**config.mk**
```make
export PLATFORM = sky130hd
export DESIGN_NAME = ifu_fetch
export DESIGN_NICKNAME = d
export VERILOG_FILES = /design/src/rtl/ifu_fetch.sv
export SDC_FILE = /design/constraint.sdc
export NUM_CORES = 1
export LEC_CHECK = 0
export CORE_UTILIZATION = 48
export CTS_BUF_LIST = sky130_fd_sc_hd__clkbuf_8
export CTS_CLUSTER_SIZE = 28
export DETAILED_ROUTE_END_ITERATION = 7
export PLACE_DENSITY = 0.92
export SYNTH_ARGS = -nofsm -noshare
export SYNTH_HDL_FRONTEND = slang
export SYNTH_SLANG_ARGS = --single-unit
export TNS_END_PERCENT = 100
```
**constraint.sdc**
```tcl
create_clock -name clk -period 2.5 [get_ports clk]
set_input_delay 0.375 -clock clk [delete_from_list [all_inputs] [get_ports clk]]
set_output_delay 0.375 -clock clk [all_outputs]
set_load 0.05 [all_outputs]
```
**src/rtl/ifu_fetch.sv**
```systemverilog
// Instruction fetch unit: owns the PC, issues one request at a time to instruction
// memory and hands each returned word to decode; supports redirects and ebreak halt.
module ifu_fetch #(
   parameter logic [63:0] RESET_PC = 64'h0000_0000_8000_0000,
   parameter logic [31:0] NOP_INST = 32'h0000_0013
) (
   input  logic        clk,
   input  logic        rst_n,
   output logic        imem_req_valid_o,
   input  logic        imem_req_ready_i,
   output logic [63:0] imem_addr_o,
   input  logic        imem_resp_valid_i,
   input  logic [31:0] imem_resp_data_i,
   output logic [31:0] inst_o,
   output logic [63:0] inst_addr_o,
   output logic        inst_valid_o,
   input  logic        inst_ready_i,
   input  logic        jump_en_i,
   input  logic [63:0] jump_addr_i,
   input  logic        break_en_i,
   output logic        halted_o
);

   typedef enum logic [1:0] {S_REQ, S_WAIT, S_HOLD, S_HALT} state_t;

   state_t      state;
   logic [63:0] pc;
   logic        squash;
   logic [63:0] jump_tgt;
   logic        req_fire;

   assign jump_tgt    = jump_addr_i & ~64'h3;
   assign req_fire    = imem_req_valid_o && imem_req_ready_i;
   assign imem_addr_o = pc;

   always_ff @(posedge clk or negedge rst_n) begin
      if (!rst_n) begin
         state            <= S_REQ;
         pc               <= RESET_PC;
         squash           <= 1'b0;
         imem_req_valid_o <= 1'b0;
         inst_valid_o     <= 1'b0;
         inst_o           <= NOP_INST;
         inst_addr_o      <= '0;
         halted_o         <= 1'b0;
      end else begin
         case (state)
            S_REQ: begin
               // valid is low in the first REQ cycle after reset, so it rises here
               imem_req_valid_o <= 1'b1;
               if (jump_en_i) pc <= jump_tgt;
               if (req_fire) begin
                  state            <= S_WAIT;
                  imem_req_valid_o <= 1'b0;
                  squash           <= jump_en_i;
               end
            end
            S_WAIT: begin
               if (imem_resp_valid_i) begin
                  if (squash || jump_en_i) begin
                     squash           <= 1'b0;
                     state            <= S_REQ;
                     imem_req_valid_o <= 1'b1;
                  end else begin
                     inst_o       <= imem_resp_data_i;
                     inst_addr_o  <= pc;
                     inst_valid_o <= 1'b1;
                     state        <= S_HOLD;
                  end
                  if (jump_en_i) pc <= jump_tgt;
               end else if (jump_en_i) begin
                  squash <= 1'b1;
                  pc     <= jump_tgt;
               end
            end
            S_HOLD: begin
               if (break_en_i && inst_valid_o) begin
                  state        <= S_HALT;
                  inst_valid_o <= 1'b0;
                  inst_o       <= NOP_INST;
                  halted_o     <= 1'b1;
               end else if (jump_en_i || inst_ready_i) begin
                  // a redirect drops the held word instead of advancing past it
                  inst_valid_o     <= 1'b0;
                  inst_o           <= NOP_INST;
                  state            <= S_REQ;
                  imem_req_valid_o <= 1'b1;
                  pc               <= jump_en_i ? jump_tgt : pc + 64'd4;
               end
            end
            default: ;
         endcase
      end
   end

endmodule

```
; ---- After elaboration in Yosys (flattened, before gate mapping)
; Cells that the tools add are included.
; W data, S select, Z words.
[op_classes]
eq_ne = 12
reduce_logical = 17
n_bitwise = 1
n_addsub = 1
muxes = 32
[op_table]
columns = operator, count
row1 = $mux W64, 4
row2 = $mux W32, 4
row3 = $pmux W64 S2, 1
row4 = $add A64 B3 Y64 const B, 1
row5 = $pmux W32 S2, 1
row6 = $reduce_and A4 Y1, 4
row7 = $mux W1, 13
row8 = $ne A2 B2 Y1 const B, 6
row9 = $mux W2, 5
row10 = $ne A3 B3 Y1 const B, 3
row11 = $pmux W2 S3, 1
row12 = $reduce_bool A2 Y1, 3
row13 = $reduce_and A5 Y1, 1
row14 = $pmux W1 S2, 2
row15 = $pmux W1 S3, 1
row16 = $reduce_and A3 Y1, 1
row17 = $reduce_bool A3 Y1, 1
row18 = $eq A2 B1 Y1 const B, 1
row19 = $eq A2 B2 Y1 const B, 1
row20 = $logic_and A1 B1 Y1, 2
row21 = $logic_not A2 Y1, 1
row22 = $logic_or A1 B1 Y1, 2
row23 = $ne A2 B1 Y1 const B, 1
row24 = $reduce_and A2 Y1, 1
row25 = other kinds (2), 2
[word_totals]
ff_bits = 166
output_inout_bits = 163
word_cells = 71
inputBits = 103

; ---- Logic depth before layout (Yosys ltp)
; Gate-level depths: netlist of the first run.
[depth]
depth_word = 5
depth_mapped = 12
depth_no_buf = 8

; ---- Worst setup path before layout of the first run
; No wires, ideal clock.
[synth_path]
kind = register -> register
start = register pc[2], in the netlist imem_addr_o[2]
end = register pc[54], in the netlist imem_addr_o[54]
setup_slack_ns = -0.028
arrival_time_ns = 2.391
t_required_ns = 2.363
period_less_slack_ns = 2.528
n_path_buf = 1
stages_incl_launch_ff = 9
setup_time_ns = 0.137
cell_sequence = dfrtp_1 -> ha_1 -> nand4_1 -> nor4_1 -> and4b_1 -> buf_2 -> nand2_1 -> o32ai_1 -> a21oi_1
[synth_via]
elab_chain_len = 5
[synth_lines]
columns = element, line_no
row1 = "start, declared", 27  ; logic [63:0] pc;
row2 = "start signal, assigned", 51  ; if (jump_en_i) pc <= jump_tgt;
row3 = "start signal, assigned", 70  ; if (jump_en_i) pc <= jump_tgt;
row4 = "start signal, assigned", 73  ; pc <= jump_tgt;
row5 = $add A64 B3 Y64, 88  ; pc <= jump_en_i ? jump_tgt : pc + 64'd4;
row6 = $mux W64, 88
row7 = $mux W64, 82  ; end else if (jump_en_i || inst_ready_i) begin
row8 = $mux W64, 77  ; if (break_en_i && inst_valid_o) begin
row9 = $pmux W64 S2, 47  ; case (state)
; Every way passes these cells. The select of a mux whose other input is x is not followed.
; A chain may end at the register's enable or synchronous reset.

; ---- Worst setup path in the final report of the first run
[layout_path]
start = register state[0]
end = register pc[45], in the netlist imem_addr_o[45]
[layout_via]
elab_chain_len = 4
elab_cells_between_ends = 10
classes_between = 5 x eq/ne / 1 x mux / 4 x reduce/logical
[layout_lines]
columns = element, line_no
row1 = "start, declared", 26  ; state_t state;
row2 = "start signal, assigned", 38  ; state <= S_REQ;
row3 = "start signal, assigned", 53  ; state <= S_WAIT;
row4 = "start signal, assigned", 62  ; state <= S_REQ;
row5 = $eq A2 B1 Y1 / $logic_not A2 Y1 (equally long branches), 47
row6 = $reduce_or A2 Y1 (no line), n/a
row7 = $ne A2 B1 Y1 (no line) / $reduce_bool A2 Y1 (equally long branches), n/a
row8 = $reduce_and A4 Y1 (no line), n/a
; Parallel ways exist; a longest one is shown, timed or not.

==> run summary, run 1 <==
RD Place Congestion - 0.891
Final Cycle Share - 0.951
share of layout cells above drive strength 1 - 0.160
Commonest cells post-synth - dfrtp_1 (158), nand2_1 (93), o21ai_0 (80)
RSZ-0062 raised after global routing - no
final setup TNS - 0 ns
combinational group share of total power - 0.609
post-layout minimum cycle time - 2.38 ns
Die Ht - 132 um
Seq. cell area - 0.00406 mm^2
max-cap violations - 0
hold crit path type - in -> reg
Seq cells post-synth - 162
crit path kind - reg -> reg
Vias/cell - 5.92
average wire per standard cell - 19.3 um
die width - 132 um
dpl hpwl - 18.9 mm
leading area contributor after synthesis - dfrtp_1
die area - 0.0175 mm^2
Reg-to-Reg Start - state[0]
GRT Total Usage - 0.306
core area - 0.0166 mm^2
Async S/R FF share, synth - 1.00
number of synthesized flops with an enable pin - 0
Slew HR - 0.564
Worst Setup End Kind - flip-flop
Final #Nets - 1,248
Tightest Pin Transition - 0.654 ns
Final Non-Filler Cells - 1,373
routed wire length - 26.5 mm
final setup vio count - 0
Ys Warns - 0
H-tree Lvls - 4
placed cell areas - 0.0114 mm^2
CTS sink count - 162
initial antenna violation count - 1
R2R depth - 10
Flop pwr share - 0.279
internal power - 8910 uW
port buffer count - 259
Initial Utilization - 0.492
Post-Layout Inst Area - 0.0119 mm^2
clock transition time at the flip-flop clock pins of the worst setup and hold paths - 0.08 ns
static leakage - 0.00480 uW
area of the multi-input gates - 0.00392 mm^2
Psw - 9260 uW
area grow syn2layout - 45.8%
clock skew - 0.0148 ns
placed cell count - 1,333
max-slew violation count - 0
CTS max path bufs - 2
Net Sw Frac - 0.510
clock power share - 0.112
crit path max fanout - 7
syn_area_per_cell - 9.63 um^2
Critical Path Sink - imem_addr_o[45]
fin util - 0.717
Worst setup SP type - flip-flop
f_max - 420 MHz
count leader, synth - dfrtp_1
grt total ovfl - 0
FILL cells - 1,184
post-detailed-route count of antenna-violating nets - 0
number of library cell types mapped by synthesis - 59
mapped cell area - 0.00815 mm^2
Cell Rows - 47
Seq/Total Area, Yosys - 0.498
CTS tree - yes
CP required - 2.83 ns
Clock Tree Root - clkbuf_8
Total Power - 18,200 uW
reg2reg end - imem_addr_o[45]
worst vdd ir - 0.979 mV
share of the synthesized area in the top cell type - 0.485
1st-iter DRT viols - 909
Worst-Skew Late Latency - 0.46 ns
Hold Violations, Final - 0
Post-synth top flop - dfrtp_1
ranking of synthesized cells by area - dfrtp_1 (48%), mux2_2 (8.7%), o21ai_0 (4.9%)
number of global-route vias before repair - 8,050
WP data arrival - 2.71 ns
cells after synthesis - 847
DRC - 0
vias - 8,122
Cell Pwr Density - 1530 mW/mm^2
global-route wire length before repair - 41.9 mm
CP Launch Point - state[0]
largest net degree at the start of global routing - 87
number of buffers created by CTS - 17
FF-to-FF setup slack - 0.12 ns
# IOs - 266
First-pass DRT Iterations - 6
status - complete, no violations
==> worst min path at each step <==
stage / start / to / slack [ns] / cells past startpoint
after global placement: rst_n / inst_addr_o[28] / 0.41 / 1
after floorplan: rst_n / halted_o / 0.08 / 0
final: imem_resp_data_i[14] / inst_o[14] / 0.47 / 3
after CTS: imem_resp_data_i[1] / inst_o[1] / 0.44 / 3
after global routing: imem_resp_data_i[1] / inst_o[1] / 0.48 / 3
after detailed placement: rst_n / inst_addr_o[33] / 0.42 / 1
==> logic make-up (layout without fill, tap and decap cells) <==
logic type                 Yosys count  count (layout)  synth area share
other                                1               5          0.000460
AOI/OAI and AO/OA                  224             224             0.165
and+or+nand+nor                    325             325             0.205
DFF                                162             162             0.498
buffers and inverters               63             365            0.0322
muxes                               67              67            0.0919
adders and majority gates            5               5           0.00767
==> layer usage <==
| layer | GRT usage | up-vias | routed length, um |
|---|---|---|---|
| met4 | 0.140 | 0 | 918 |
| met1 | 0.373 | 3859 | 10200 |
| li1 | - | 3683 | - |
| met2 | 0.509 | 489 | 13000 |
| met3 | 0.0773 | 91 | 2440 |
| met5 | 0 | - | 0 |
==> cells in the final DEF, fill, tap and decap left out, drive strengths merged, types with 4 or more instances in the layout <==
cell type	n
o22a	5
nor3	20
clkbuf	17
nand2b	32
o211ai	5
nor2	56
mux2i	4
ha	5
nand4	21
a311oi	7
nand2	93
nor4	7
clkdlybuf4s50	258
mux2	63
a21oi	62
dfrtp	158
bufinv	4
a211oi	7
a31oi	12
buf	69
o311ai	6
and4	11
dfstp	4
o22ai	11
conb	4
nand3	32
o21ai	81
or3	8
and2	5
o32ai	4
and3	25
inv	10
==> per-stage QoR <==
| stage | hold WS (ns) | setup slack (ns) |
|---|---|---|
| after floorplan | 0.0794 | 0.0303 |
| after global placement | 0.414 | 0.0868 |
| after detailed placement | 0.419 | 0.0442 |
| after CTS | 0.440 | 0.0394 |
| after global routing | 0.477 | 0.0153 |
| final | 0.471 | 0.122 |
==> power by group through the flow <==
stage               Clock [uW]  Combinational, uW  Sequential (uW)
detailed placement           0              10900             5060
finish                    2030              11100             5060
CTS                       2060              11000             5020
global route              2170              11600             5220
floorplan                    0               2380             9370
global placement             0              10700             4970
==> registers in the layout (all words and copies together) (netlist names) <==
register and flops:
halted_o 1, imem_addr_o 62, imem_req_valid_o 1, inst_addr_o 62, inst_o 32, inst_valid_o 1, squash 1, state 2
==> critical path: stages, from the launching register on <==
cell and delay [ns]:
dfrtp_1 0.40, inv_1 0.11, ha_1 0.27, o21ai_2 0.13
o22ai_1 0.32, a31oi_4 0.10, buf_4 0.20, buf_4 0.14
nand2_1 0.07, o21ai_0 0.09, or3_1 0.40
==> final cells by class <==
type                            count  area share
Inverter                            6     0.00189
Multi-Input combinational cell    625       0.329
Clock inverter                     14      0.0148
Tap cell                          220      0.0232
Sequential cell                   162       0.342
Antenna cell                        1    0.000210
Clock buffer                       17      0.0197
Timing Repair Buffer              328       0.269
==> what timing repair did <==
action,CTS,global route
hold buffers,1,0
endpoints found under the hold margin,58,0
setup buffers,0,7
gates resized for setup,0,8
setup endpoints to repair,0,18
Note: power is estimated with default switching activity, not from simulation.
==> inputs of run 2 (changes only) <==
--- a/config.mk
+++ b/config.mk
@@ -5,6 +5,7 @@
 export SDC_FILE = /design/constraint.sdc
 export NUM_CORES = 1
 export LEC_CHECK = 0
+export CORE_MARGIN = 2
 export CORE_UTILIZATION = 48
 export CTS_BUF_LIST = sky130_fd_sc_hd__clkbuf_8
 export CTS_CLUSTER_SIZE = 28
==> run 2 against run 1 <==
Effect of this change:
- setup slack gained 0.020 ns
- critical path type unchanged
- die area grew 3.0%
- global-route usage shrank 0.73 points
- sequential cell count is the same
- worst hold slack lost 0.077 ns
- maximum frequency grew 0.84%
- clock skew shrank 0.0020 ns
- clock power shrank 2%
- register-to-register slack gained 0.02 ns
- utilization shrank 0.42 points
- highest routed layer unchanged
- sequential power is essentially flat
- sequential share of layout area grew 0.20 points
==> run summary, run 2 (synthesis gave the netlist of run 1 again) <==
Clock Tree Root - clkbuf_8 (unchanged)
hold crit path type - in -> async (was in -> reg)
Final Cycle Share - 0.943 (was 0.951)
Critical Path Max Stage Delay - 0.51 ns (was 0.40 ns)
die area - 0.0180 mm^2 (was 0.0175 mm^2)
CP Launch Point - imem_addr_o[3] (was state[0])
grt total ovfl - 0 (unchanged)
Post-Layout Inst Area - 0.0118 mm^2 (was 0.0119 mm^2)
die width - 134 um (was 132 um)
commonest non-fill, non-tap cell in the layout - clkdlybuf4s50_1 (unchanged)
CP required - 2.84 ns (was 2.83 ns)
Initial Utilization - 0.492 (unchanged)
FF-to-FF setup slack - 0.14 ns (was 0.12 ns)
Seq. cell area - 0.00406 mm^2 (unchanged)
number of buffers created by CTS - 17 (unchanged)
Tightest Pin Transition - 0.548 ns (was 0.654 ns)
reg2reg end - imem_addr_o[52] (was imem_addr_o[45])
area of the multi-input gates - 0.00391 mm^2 (was 0.00392 mm^2)
post-detailed-route count of antenna-violating nets - 0 (unchanged)
DRC - 0 (unchanged)
f_max - 424 MHz (was 420 MHz)
core area - 0.0166 mm^2 (unchanged)
H-tree Lvls - 4 (unchanged)
crit path kind - reg -> reg (unchanged)
status - complete, no violations (unchanged)
CP Buf/Inv Count - 0 (was 3)
GRT Total Usage - 0.298 (was 0.306)
routed wire length - 26.7 mm (was 26.5 mm)
CP cell instances - ha_1 -> nand4_1 -> nor2_2 -> nand4_1 -> or4_4 -> nand3_1 -> or3b_1 (was inv_1 -> ha_1 -> o21ai_2 -> o22ai_1 -> a31oi_4 -> buf_4 -> buf_4 -> nand2_1 -> o21ai_0 -> or3_1)
crit path max fanout - 5 (was 7)
initial antenna violation count - 0 (was 1)
CTS sink count - 162 (unchanged)
WP data arrival - 2.70 ns (was 2.71 ns)
largest net degree at the start of global routing - 69 (was 87)
Top delay family on crit path - simple AND/OR/NAND/NOR gates (was compound AO/OA/AOI/OAI gates)
share of layout cells above drive strength 1 - 0.157 (was 0.160)
number of global-route vias before repair - 8,157 (was 8,050)
# IOs - 266 (unchanged)
static leakage - 0.00476 uW (was 0.00480 uW)
commonest cells after routing, fill and taps aside - clkdlybuf4s50_1 (258), dfrtp_1 (156), nand2_1 (92), o21ai_0 (80), mux2_2 (63) (was clkdlybuf4s50_1 (258), dfrtp_1 (156), nand2_1 (91), o21ai_0 (80), mux2_2 (63))
final hold slack - 0.394 ns (was 0.471 ns)
vias - 8,097 (was 8,122)
max-cap violations - 0 (unchanged)
global-route wire length before repair - 42.6 mm (was 41.9 mm)
First-pass DRT Iterations - 6 (unchanged)
Cell Rows - 47 (unchanged)
dpl hpwl - 19.2 mm (was 18.9 mm)
Slowest cell on crit path - or4_4 (was dfrtp_1)
RD Place Congestion - 0.932 (was 0.891)
clock skew - 0.0128 ns (was 0.0148 ns)
Worst Setup End Kind - flip-flop (unchanged)
Hold Violations, Final - 0 (unchanged)
placed cell areas - 0.0114 mm^2 (about the same)
average wire per standard cell - 19.6 um (was 19.3 um)
Die Ht - 134 um (was 132 um)
antenna diode count - 0 (was 1)
final setup vio count - 0 (unchanged)
Final Non-Filler Cells - 1,365 (was 1,373)
Final #Nets - 1,240 (was 1,248)
FILL cells - 1,239 (was 1,184)
CTS max path bufs - 2 (unchanged)
Cell Pwr Density - 1520 mW/mm^2 (was 1530 mW/mm^2)
max-slew violation count - 0 (unchanged)
placed cell count - 1,328 (was 1,333)
area grow syn2layout - 45.0% (was 45.8%)
CP most frequent cell - nand4_1 (was buf_4)
port buffer count - 259 (unchanged)
Reg-to-Reg Start - imem_addr_o[3] (was state[0])
Slew HR - 0.634 (was 0.564)
R2R depth - 7 (was 10)
worst vdd ir - 1.07 mV (was 0.979 mV)
final setup TNS - 0 ns (unchanged)
Worst setup SP type - flip-flop (unchanged)
1st-iter DRT viols - 857 (was 909)
CTS tree - yes (unchanged)
Vias/cell - 5.93 (was 5.92)
clock transition time at the flip-flop clock pins of the worst setup and hold paths - 0.09 ns (was 0.08 ns)
post-layout minimum cycle time - 2.36 ns (was 2.38 ns)
Worst-Skew Late Latency - 0.46 ns (about the same)
run 2: changes by cell type in the layout (fill, tap and decap cells not counted), moves of 2 or more:
cell,before,now
inv_1,10,6
bufinv_16,4,2
buf_4,61,51
inv_6,0,5
run 2: repair_timing:
| action | CTS | global route |
|---|---|---|
| setup endpoints to repair | 0 | 30 |
| gates resized for setup | 0 | 6 |
| setup buffers | 0 | 4 |
| hold endpoints to repair | 41 | 0 |
| hold buffers | 1 | 0 |
run 2: worst max-delay path by stage:
stage / depth (start not counted) / end
floorplan: 6 / imem_addr_o[52]
global route: 7 / imem_addr_o[52]
detailed placement: 8 / imem_addr_o[34]
global placement: 8 / imem_addr_o[34]
CTS: 9 / imem_addr_o[34]
finish: 7 / imem_addr_o[52]
run 2: power breakdown:
| group | leakage [uW] | switching [uW] | internal [uW] |
|---|---|---|---|
| Clock | 0.000201 | 1050 | 927 |
| Combinational | 0.00266 | 7080 | 3860 |
| Sequential | 0.00190 | 1170 | 3920 |
| Total | 0.00476 | 9310 | 8710 |
run 2: area by class of cell:
class,instances,share of cell area
tap,220,0.0233
multi-input combinational,625,0.330
inverter,6,0.00191
timing repair buffer,320,0.267
sequential,162,0.344
clock buffer,18,0.0210
clock inverter,14,0.0128
run 2: stage by stage:
stage | util | power, uW | setup WS [ns]
2_1_floorplan | - | 11700 | 0.0303
3_3_place_gp | 0.685 | 15600 | 0.0745
3_5_place_dp | 0.685 | 15900 | 0.00364
4_1_cts | 0.710 | 18000 | 0.0510
5_1_grt | 0.713 | 18800 | -0.00812
6_report | 0.713 | 18000 | 0.141
run 2: metal layers:
layer,vias to the layer above,GRT usage,part of all wire,wire (um)
met5,-,0,0,0
met4,0,0.112,0.031,826
met3,75,0.0884,0.10,2780
met2,495,0.499,0.49,13200
met1,3848,0.366,0.37,9920
li1,3679,-,-,-
==> edit (settings of run 2) <==
The 4 states of `state_t` get a one-hot encoding in 4 bits.
--- a/src/rtl/ifu_fetch.sv
+++ b/src/rtl/ifu_fetch.sv
@@ -22,5 +22,5 @@
 );
 
-   typedef enum logic [1:0] {S_REQ, S_WAIT, S_HOLD, S_HALT} state_t;
+   typedef enum logic [3:0] {S_REQ = 4'b0001, S_WAIT = 4'b0010, S_HOLD = 4'b0100, S_HALT = 4'b1000} state_t;
 
    state_t      state;
Behaviour: no difference found for any inputs over 4 cycles, from zero or initial values and one cycle with rst_n low; so few cycles prove little.
==> edit against run 2 <==
- routed wire length grew 15%
- critical path type unchanged
- synthesized area grew 5.0%
- critical endpoint is now imem_addr_o[49]
- final area grew 4.5%
- count of clock-buffer cells in the layout grew 2
- maximum frequency shrank 2.4%
- final cell count grew 6.1%
- highest routed layer unchanged
- worst setup slack lost 0.057 ns
- sequential cell count grew 2
- synthesized cell count grew 7.9%
- sequential share of layout area shrank 1.1 points
Power is left out: it rests on default switching activity, and per cell area and clock period it moved more than threefold.
==> edit: results (changes against run 2) <==
\begin{tabular}{lr}
\hline
Metric & Value \\
\hline
\multicolumn{2}{l}{\textbf{Timing}} \\
\quad Time the worst path needs with I/O delays and setup & 2.42 ns (+0.0571 ns) \\
\quad Worst Skew & 0.0130 ns (+0.000210 ns) \\
\quad Post-Route Hold Slack & 0.448 ns (+0.0538 ns) \\
\quad Max transition margin & 55.6\% (-7.7 points) \\
\multicolumn{2}{l}{\textbf{Layout}} \\
\quad Number of cells in the finished layout apart from fillers & 1,448 (+6.1\%) \\
\quad Layout cell share with drive strength beyond 1 & 17.6\% (+1.9 points) \\
\multicolumn{2}{l}{\textbf{Logic synthesis}} \\
\quad Count of unique library cells instantiated by Yosys & 65 (+10\%) \\
\quad Complex-gate fraction of the synthesized area & 14.1\% (-2.4 points) \\
\quad Seq/Total Area, Yosys & 48.0\% (-1.8 points) \\
\quad Arithmetic-cell share of the synthesized area counting full adders, half adders and majority gates & 0.146\% (-0.62 points) \\
\multicolumn{2}{l}{\textbf{Die}} \\
\quad Row count & 48 (+2.1\%) \\
\multicolumn{2}{l}{\textbf{Worst setup path}} \\
\quad Arrival time at the worst endpoint & 2.78 ns (+0.08 ns) \\
\quad Cell depth of the worst flop-to-flop path & 5 (-2) \\
\quad Worst reg-to-reg setup slack & 0.08 ns (-0.06 ns) \\
\quad Largest stage delay, worst path & 0.64 ns (+0.13 ns) \\
\quad Max FO, Critical Path & 10 (+5) \\
\multicolumn{2}{l}{\textbf{Routing}} \\
\quad Total Wirelength & 30,800 um (+15\%) \\
\quad Number of DRC markers after the initial detailed-route iteration & 878 (+2.5\%) \\
\quad Total vias in the final route & 8,997 (+11\%) \\
\multicolumn{2}{l}{\textbf{GRT}} \\
\quad Total global-route track usage & 32.7\% (+2.8 points) \\
\quad Wire length of the first global-routing pass & 47,400 um (+11\%) \\
\multicolumn{2}{l}{\textbf{Place}} \\
\quad DP Wirelength & 22,700 um (+18\%) \\
\quad Post-detailed-placement cell area & 0.0119 mm2 (+5.0\%) \\
\quad Routability-driven placement congestion ratio & 0.973 (+4.4\%) \\
\multicolumn{2}{l}{\textbf{Run status}} \\
\quad Run status & finished, final reports clean \\
\hline
\end{tabular}
==> edit: cell count changes after synthesis, moves of 20 or more <==
cell and delta:
sky130_fd_sc_hd__o21ai_0 -53, sky130_fd_sc_hd__nand3_1 +39, sky130_fd_sc_hd__nand2b_1 -31, sky130_fd_sc_hd__a21oi_1 -28
sky130_fd_sc_hd__nand2_1 +27, sky130_fd_sc_hd__nand4_1 +27, sky130_fd_sc_hd__nor4_1 +20
==> edit: worst reg2reg max path: stages, from the launching register on <==
cell	delay, ns
sky130_fd_sc_hd__dfrtp_1	0.47
sky130_fd_sc_hd__or4b_4	0.64
sky130_fd_sc_hd__o32ai_2	0.31
sky130_fd_sc_hd__nand2_4	0.20
sky130_fd_sc_hd__or4_1	0.56
sky130_fd_sc_hd__o311a_1	0.14
==> edit: cell families (layout without fill, tap and decap cells) <==
logic type,Yosys count,in the layout
simple gates,423,423
compound gates,174,174
flops,164,164
buf+inv,84,390
mux,66,66
fa+ha+maj,1,1
other cells,1,4
xor+xnor,1,1
==> edit: layer usage <==
metal	wire (um)	up-vias	share of wire [%]	GRT usage [%]
li1	-	3973	-	-
met1	11700	4379	38	40.6
met2	14700	548	48	53.5
met3	3350	97	11	8.79
met4	1110	0	3.6	14.2
met5	0	-	0	0
==> edit: area by class of cell <==
| type | instances | area, um2 |
|---|---|---|
| clock inverter | 12 | 104 |
| sequential | 164 | 4110 |
| inverter | 8 | 30.0 |
| timing repair buffer | 350 | 3390 |
| clock buffer | 20 | 275 |
| multi-input combinational | 669 | 4160 |
| fill | 1289 | 5010 |
| tap | 225 | 282 |
==> edit: timing repair <==
item / in CTS / in global routing
hold buffers: 1 / 0
resized for setup: 0 / 6
hold endpoints to repair: 62 / 0
setup endpoints to repair: 0 / 7
